**config.mk**
```make
export PLATFORM = sky130hd
export DESIGN_NAME = axi_lite_mem_ctrl
export DESIGN_NICKNAME = d
export VERILOG_FILES = /design/src/rtl/axi_lite_mem_ctrl.sv
export SDC_FILE = /design/constraint.sdc
export NUM_CORES = 1
export LEC_CHECK = 0
export ABC_AREA = 1
export ABC_CLOCK_PERIOD_IN_PS = 1250
export BUFFER_PORTS_ARGS = -buffer_cell sky130_fd_sc_hd__buf_2
export CAP_MARGIN = 10
export CORE_MARGIN = 2
export CORE_UTILIZATION = 41
export CTS_BUF_LIST = sky130_fd_sc_hd__clkbuf_8
export DETAILED_ROUTE_END_ITERATION = 12
export PLACE_DENSITY = 0.78
export SETUP_SLACK_MARGIN = 0.3
export SLEW_MARGIN = 20
export SYNTH_ARGS = -nofsm -noshare
export SYNTH_HDL_FRONTEND = slang
export SYNTH_SLANG_ARGS = --single-unit
```
**constraint.sdc**
```tcl
create_clock -name clk -period 1.25 [get_ports clk]
set_input_delay 0.125 -clock clk [delete_from_list [all_inputs] [get_ports clk]]
set_output_delay 0.125 -clock clk [all_outputs]
set_load 0.02 [all_outputs]
```
**src/rtl/axi_lite_mem_ctrl.sv**
```systemverilog
// axi_lite_mem_ctrl
//   AXI4-Lite slave that fronts four 8-bit byte-lane memories acting as one
//   32-bit word memory. Writes become a single-cycle lane write pulse; reads
//   register the combinational lane read data one cycle after the address is
//   presented. Write and read channels run independently and concurrently.
//
//   Ports
//     clk, rst_n                 clock (rising edge), synchronous active-low reset
//     s_axi_aw* / s_axi_w*       write address / write data channels
//     s_axi_b*                   write response channel
//     s_axi_ar* / s_axi_r*       read address / read data channels
//     mem_waddr/wdata/we/be      byte-lane write port (lane n = bits [8n+7:8n])
//     mem_raddr / mem_rdata      byte-lane read port (read data is combinational)
//
//   Optional feature: define AXI_LITE_MEM_CTRL_RANGE_CHECK_EN to reject word
//   indices >= C_MEMORY_SIZE with SLVERR (no lane write, read data 0).
module axi_lite_mem_ctrl #(
  parameter int C_S_AXI_ADDR_WIDTH = 32,
  parameter int C_S_AXI_DATA_WIDTH = 32,
  parameter int C_MEMORY_SIZE      = 512
) (
  input  logic                            clk,
  input  logic                            rst_n,
  input  logic [C_S_AXI_ADDR_WIDTH-1:0]   s_axi_awaddr,
  input  logic                            s_axi_awvalid,
  output logic                            s_axi_awready,
  input  logic [C_S_AXI_DATA_WIDTH-1:0]   s_axi_wdata,
  input  logic [C_S_AXI_DATA_WIDTH/8-1:0] s_axi_wstrb,
  input  logic                            s_axi_wvalid,
  output logic                            s_axi_wready,
  output logic [1:0]                      s_axi_bresp,
  output logic                            s_axi_bvalid,
  input  logic                            s_axi_bready,
  input  logic [C_S_AXI_ADDR_WIDTH-1:0]   s_axi_araddr,
  input  logic                            s_axi_arvalid,
  output logic                            s_axi_arready,
  output logic [C_S_AXI_DATA_WIDTH-1:0]   s_axi_rdata,
  output logic [1:0]                      s_axi_rresp,
  output logic                            s_axi_rvalid,
  input  logic                            s_axi_rready,
  output logic [C_S_AXI_ADDR_WIDTH-1:0]   mem_waddr,
  output logic [C_S_AXI_DATA_WIDTH-1:0]   mem_wdata,
  output logic                            mem_we,
  output logic [C_S_AXI_DATA_WIDTH/8-1:0] mem_be,
  output logic [C_S_AXI_ADDR_WIDTH-1:0]   mem_raddr,
  input  logic [C_S_AXI_DATA_WIDTH-1:0]   mem_rdata
);

  localparam int AW    = C_S_AXI_ADDR_WIDTH;
  localparam int DW    = C_S_AXI_DATA_WIDTH;
  localparam int StrbW = C_S_AXI_DATA_WIDTH / 8;

  localparam logic [1:0] RESP_OKAY   = 2'b00;
  localparam logic [1:0] RESP_SLVERR = 2'b10;

`ifdef AXI_LITE_MEM_CTRL_RANGE_CHECK_EN
  localparam bit RangeCheckEn = 1'b1;
`else
  localparam bit RangeCheckEn = 1'b0;
`endif

  typedef enum logic [1:0] {W_IDLE, W_WRITE, W_RESP} wstate_e;
  typedef enum logic [1:0] {R_IDLE, R_FETCH, R_DATA} rstate_e;

  // Held low through reset so every ready output reads 0 while rst_n is
  // asserted; readies come up the cycle after reset is released.
  logic out_en_q;

  // ---------------- write channel ----------------
  wstate_e          w_state_q, w_state_d;
  logic             aw_held_q, aw_held_d;
  logic             w_held_q, w_held_d;
  logic [AW-1:0]    awaddr_q, awaddr_d;
  logic [DW-1:0]    wdata_q, wdata_d;
  logic [StrbW-1:0] wstrb_q, wstrb_d;
  logic [1:0]       bresp_q, bresp_d;
  logic             aw_hs, w_hs, w_oor;
  logic [AW-1:0]    aw_word;

  // ---------------- read channel ----------------
  rstate_e          r_state_q, r_state_d;
  logic [AW-1:0]    raddr_q, raddr_d;
  logic [DW-1:0]    rdata_q, rdata_d;
  logic [1:0]       rresp_q, rresp_d;
  logic             ar_hs, r_oor;
  logic [AW-1:0]    ar_word;

  assign aw_word = awaddr_q >> 2;
  assign ar_word = raddr_q >> 2;
  assign w_oor   = RangeCheckEn && (aw_word >= AW'(C_MEMORY_SIZE));
  assign r_oor   = RangeCheckEn && (ar_word >= AW'(C_MEMORY_SIZE));

  assign aw_hs = s_axi_awvalid && s_axi_awready;
  assign w_hs  = s_axi_wvalid  && s_axi_wready;
  assign ar_hs = s_axi_arvalid && s_axi_arready;

  // State registers
  always_ff @(posedge clk) begin
    if (!rst_n) begin
      out_en_q  <= 1'b0;
      w_state_q <= W_IDLE;
      aw_held_q <= 1'b0;
      w_held_q  <= 1'b0;
      awaddr_q  <= '0;
      wdata_q   <= '0;
      wstrb_q   <= '0;
      bresp_q   <= '0;
      r_state_q <= R_IDLE;
      raddr_q   <= '0;
      rdata_q   <= '0;
      rresp_q   <= '0;
    end else begin
      out_en_q  <= 1'b1;
      w_state_q <= w_state_d;
      aw_held_q <= aw_held_d;
      w_held_q  <= w_held_d;
      awaddr_q  <= awaddr_d;
      wdata_q   <= wdata_d;
      wstrb_q   <= wstrb_d;
      bresp_q   <= bresp_d;
      r_state_q <= r_state_d;
      raddr_q   <= raddr_d;
      rdata_q   <= rdata_d;
      rresp_q   <= rresp_d;
    end
  end

  // Write next-state
  always_comb begin
    w_state_d = w_state_q;
    aw_held_d = aw_held_q;
    w_held_d  = w_held_q;
    awaddr_d  = awaddr_q;
    wdata_d   = wdata_q;
    wstrb_d   = wstrb_q;
    bresp_d   = bresp_q;
    unique case (w_state_q)
      W_IDLE: begin
        if (aw_hs) begin
          aw_held_d = 1'b1;
          awaddr_d  = s_axi_awaddr;
        end
        if (w_hs) begin
          w_held_d = 1'b1;
          wdata_d  = s_axi_wdata;
          wstrb_d  = s_axi_wstrb;
        end
        if (aw_held_d && w_held_d) w_state_d = W_WRITE;
      end
      W_WRITE: begin
        // Out-of-range writes still pass through W_WRITE (with the pulse
        // suppressed) so the response latency matches in-range writes.
        w_state_d = W_RESP;
        bresp_d   = w_oor ? RESP_SLVERR : RESP_OKAY;
      end
      W_RESP: begin
        if (s_axi_bready) begin
          w_state_d = W_IDLE;
          aw_held_d = 1'b0;
          w_held_d  = 1'b0;
          bresp_d   = RESP_OKAY;
        end
      end
      default: w_state_d = W_IDLE;
    endcase
  end

  // Write outputs
  always_comb begin
    s_axi_awready = out_en_q && (w_state_q == W_IDLE) && !aw_held_q;
    s_axi_wready  = out_en_q && (w_state_q == W_IDLE) && !w_held_q;
    s_axi_bvalid  = (w_state_q == W_RESP);
    s_axi_bresp   = bresp_q;
    mem_we        = (w_state_q == W_WRITE) && !w_oor;
    mem_be        = mem_we ? wstrb_q : '0;
    mem_waddr     = awaddr_q;
    mem_wdata     = wdata_q;
  end

  // Read next-state
  always_comb begin
    r_state_d = r_state_q;
    raddr_d   = raddr_q;
    rdata_d   = rdata_q;
    rresp_d   = rresp_q;
    unique case (r_state_q)
      R_IDLE: begin
        if (ar_hs) begin
          raddr_d   = s_axi_araddr;
          r_state_d = R_FETCH;
        end
      end
      R_FETCH: begin
        // Captured at the same edge a concurrent lane write lands, so a
        // colliding read returns the pre-write word.
        rdata_d   = r_oor ? '0 : mem_rdata;
        rresp_d   = r_oor ? RESP_SLVERR : RESP_OKAY;
        r_state_d = R_DATA;
      end
      R_DATA: begin
        if (s_axi_rready) begin
          r_state_d = R_IDLE;
          rresp_d   = RESP_OKAY;
        end
      end
      default: r_state_d = R_IDLE;
    endcase
  end

  // Read outputs
  always_comb begin
    s_axi_arready = out_en_q && (r_state_q == R_IDLE);
    s_axi_rvalid  = (r_state_q == R_DATA);
    s_axi_rdata   = rdata_q;
    s_axi_rresp   = rresp_q;
    mem_raddr     = raddr_q;
  end

endmodule
```
==> results.sh, run 1 <==
export IMPL_ctsRootBufferMaster="clkbuf_8"
export IMPL_h_tree_depth=4
export IMPL_start_util_pct=41.8
export IMPL_synth_seq_cells=139
export IMPL_cts_sinks=139
export IMPL_clock_path_buffers=2
export IMPL_worstEpCategory="primary output"
export IMPL_rows=40
export IMPL_dp_hpwl_um=10400
export IMPL_io_buffers=276
export IMPL_error="[ERROR DPL-0038] Utilization greater than 100%, impossible to legalize"
export IMPL_gp_congestion=0.822
export IMPL_die_y_um=115
export IMPL_die_x_um=115
export IMPL_boundaryPins=281
export IMPL_numCtsBuffers=17
export IMPL_syn_cell_area_um2=5030
export IMPL_grt_max_degree=67
export IMPL_dp_slack_ps=11.0
export IMPL_ys_seq_area_share_pct=55.4
export IMPL_syn_area_per_cell_um2=7.90
export IMPL_haltStage="global routing (5_1_grt)"
export IMPL_ys_warn_count=0
export IMPL_synthCells=636
export IMPL_yosys_cell_types_count=19
export IMPL_status="aborted with a tool error"
export IMPL_grt_repair_worst_endpoint="mem_be[1]"
==> through the flow <==
stage | utilization (%) | instance area [µm²] | hold slack [ps] | cells
detailed placement | 55.9 | 6710 | 298 | 1031
floorplan | - | 5160 | 153 | 639
CTS | 87.1 | 10500 | 63.7 | 1247
global placement | 55.9 | 6710 | 291 | 1031
==> cell usage after synthesis (all sizes together) <==
cell    count  share of area [%]
a21oi     104                 10
buf        22                2.6
clkbuf     32                2.4
conb        1              0.075
dfxtp     139                 55
inv        15                1.1
nand2     109                8.2
nand3     100                 10
nand4       2               0.25
nor2       77                6.0
nor3b       1               0.25
o21ai      33                3.3
o21bai      1               0.15
==> logic make-up after synthesis <==
logic type / synth area share (%)
simple gates: 24.6
other cells: 0.0746
buf+inv: 6.12
compound gates: 13.8
flops: 55.4
==> timing repair <==
item / 4_1_cts
cloned: 10
buffers inserted: 39
endpoints found under the hold margin: 137
hold buffers: 136
pin swaps: 23
gates resized for setup: 487
setup endpoints to repair: 275
==> run 2, diff against run 1 <==
ABC_CLOCK_PERIOD_IN_PS = 1600   (was 1250)
CORE_UTILIZATION = 35   (was 41)
CTS_BUF_LIST = default   (was sky130_fd_sc_hd__clkbuf_8)
PLACE_DENSITY = default   (was 0.78)
PLACE_DENSITY_LB_ADDON = 0.15   (was default)
SETUP_SLACK_MARGIN = default   (was 0.3)
clock period = 1.6 ns   (was 1.25 ns; I/O delays follow)
==> run 2 against run 1 <==
  * The flow now finishes without violations
  * Synthesized cell count is the same
  * Area after synthesis is the same
==> results.sh, run 2 <==
export IMPL_nFillCells=1282
export IMPL_p_per_area_nw_per_um2=1170
export IMPL_endpoint_kind="output pin"
export IMPL_synthMuxAreaShare_pct=0
export IMPL_diodes=0
export IMPL_fin_crit_ps=1500
export IMPL_drt_iter0_drc=240
export IMPL_rsz0062_at_grt="false"
export IMPL_dr_pass1_iters=4
export IMPL_via_per_inst=4.71
export IMPL_cap_viol_max_count=0
export IMPL_yosysMostFrequentCell="dfxtp_1"
export IMPL_synth_compound_area_share_pct=13.8
export IMPL_boundaryPins=281
export IMPL_cts_tree="yes"
export IMPL_h_tree_depth=4
export IMPL_r2r_start="w_state_q[0]$_SDFFE_PN0P_"
export IMPL_hold_ws_ps=15.8
export IMPL_synthFlopType="dfxtp_1"
export IMPL_place_area_um2=6590
export IMPL_ys_warn_count=0
export IMPL_post_route_drc_count=0
export IMPL_area_growth_syn_to_layout_pct=65.5
export IMPL_yosys_cell_types_count=19
export IMPL_status="finished clean"
export IMPL_grtUsageTotal_pct=21.1
export IMPL_startpoint_type="flop"
export IMPL_p_leak_nw=3.84
export IMPL_synthCells=636
export IMPL_clk_latency_ps=410
export IMPL_layout_commonest_cell="buf_2"
export IMPL_syn_area_per_cell_um2=7.90
export IMPL_ctsRootBufferMaster="clkbuf_16"
export IMPL_rows=43
export IMPL_synth_top_cell_area_share_pct=55.4
export IMPL_fin_nets=1139
export IMPL_layout_common_cells="buf_2, dfxtp_1, nand2_1"
export IMPL_synth_top_family_by_area="simple AND/OR/NAND/NOR gates"
export IMPL_core_area_um2=13900
export IMPL_fin_tns_setup_ps=0
export IMPL_drive_gt1_share_pct=33.8
export IMPL_grt_pass1_wl_um=25400
export IMPL_hold_viol=0
export IMPL_clock_path_buffers=2
export IMPL_synth_xor_area_share_pct=0
export IMPL_finalNonFillerCells=1192
export IMPL_finalSetupViolCount=0
export IMPL_worst_setup_path_type="reg2out"
export IMPL_yosys_area_top_type="dfxtp_1"
export IMPL_grt_max_degree=75
export IMPL_grt_pass1_vias=5287
export IMPL_synth_simple_area_share_pct=24.6
export IMPL_drt_wl_total_um=16600
export IMPL_irDropWorstVdd_mv=0.717
export IMPL_fp_dieArea_um2=15300
export IMPL_syn_cell_area_um2=5030
export IMPL_synth_seq_cells=139
export IMPL_numCtsBuffers=17
export IMPL_async_flop_share_pct=0
export IMPL_cts_sinks=139
export IMPL_timing_critical_path_from="w_state_q[0]$_SDFFE_PN0P_"
export IMPL_start_util_pct=36.1
export IMPL_finalCritPeriodShare_pct=94.0
export IMPL_synth_commonest_cells="dfxtp_1, nand2_1, a21oi_1, nand3_1, nor2_1"
export IMPL_fin_area_um2=8320
export IMPL_cp_max_fo=3
export IMPL_cp_required_ps=1440
export IMPL_dp_hpwl_um=10300
export IMPL_io_buffers=276
export IMPL_die_x_um=124
export IMPL_critPathArrivalTime_ps=1340
export IMPL_gp_congestion=0.774
export IMPL_placed_cells=1059
export IMPL_finClkSkew_ps=8.48
export IMPL_ys_seq_area_share_pct=55.4
export IMPL_drt_wirelength_per_cell_um=13.9
export IMPL_synth_area_leaders="dfxtp_1, a21oi_1, nand3_1"
export IMPL_synthAdderAreaFrac_pct=0
export IMPL_grt_overflow_total=0
export IMPL_die_y_um=124
export IMPL_synth_edff_count=0
export IMPL_clock_fmax_mhz=665
export IMPL_hp_start="mem_rdata[7]"
export IMPL_vias=5611
export IMPL_clk_pin_slew_ps=60
export IMPL_min_path_type="in2reg"
export IMPL_antenna_found_initial=0
export IMPL_drv_slew=0
export IMPL_drt_antenna_violating_nets=0
## run 2: area by class of cell
class	instances	area [µm²]	share of cell area [%]
tap	180	225	2.71
clock inverter	11	215	2.59
timing repair buffer	396	2610	31.3
multi-input combinational	431	1960	23.6
sequential	139	2790	33.5
clock buffer	20	467	5.61
inverter	15	57.6	0.692
## run 2: per-stage QoR
stage	power [W]	util (%)	setup slack [ps]
2_1_floorplan	0.00454	-	266
3_3_place_gp	0.00503	47.3	294
3_5_place_dp	0.00504	47.3	207
4_1_cts	0.00980	59.6	12.9
5_1_grt	0.0101	59.7	10.6
6_report	0.00970	59.7	95.9
## run 2: per-layer routing
metal  vias up  GRT usage (%)  part of all wire [%]
met5         -              0                     0
met1      2553           24.6                    41
met4         0           7.74                   1.8
met2       202           35.5                    48
met3        21           7.55                   8.5
li1       2835              -                     -
## run 2: logic make-up (layout without fill, tap and decap cells)
kind of cell | Yosys count | count (layout)
AO/OA/AOI/OAI | 138 | 138
AND/OR/NAND/NOR | 289 | 289
flip-flops | 139 | 139
buffers and inverters | 69 | 442
other | 1 | 4
## run 2: repair_timing
item                                    CTS  global route
hold endpoints to repair                 95             0
resized for setup                         6             4
hold buffers                             95             0
gates cloned                              2             0
endpoints found under the setup margin    3             5
pin swaps                                 2             1
setup buffers                             4             1
## run 2: report_power, final
part / switching, W / leakage, nW / internal [W]
combinational: 0.000815 / 2.38 / 0.000654
sequential: 0.0000948 / 1.14 / 0.00365
clock: 0.00145 / 0.332 / 0.00304
total: 0.00236 / 3.84 / 0.00734
## run 2: worst paths after layout
| path | depth (start not counted) | to | slack [ps] |
|---|---|---|---|
| worst min-delay path | 3 | s_axi_rdata[7]$_SDFFE_PN0N_ | 20 |
| worst min register to register | 2 | mem_waddr[29]$_SDFFE_PN0P_ | 460 |
| worst max register to register | 7 | mem_wdata[21]$_SDFFE_PN0P_ | 180 |
| worst max-delay path | 5 | s_axi_wready | 100 |
## run 2: critical path, cell delays in order, from the launching register on
cell and delay (ps):
dfxtp_2 330, nor2_4 110, nand2_2 100, nor2_4 150, buf_12 120, buf_4 130
(Power assumes the default switching activity.)
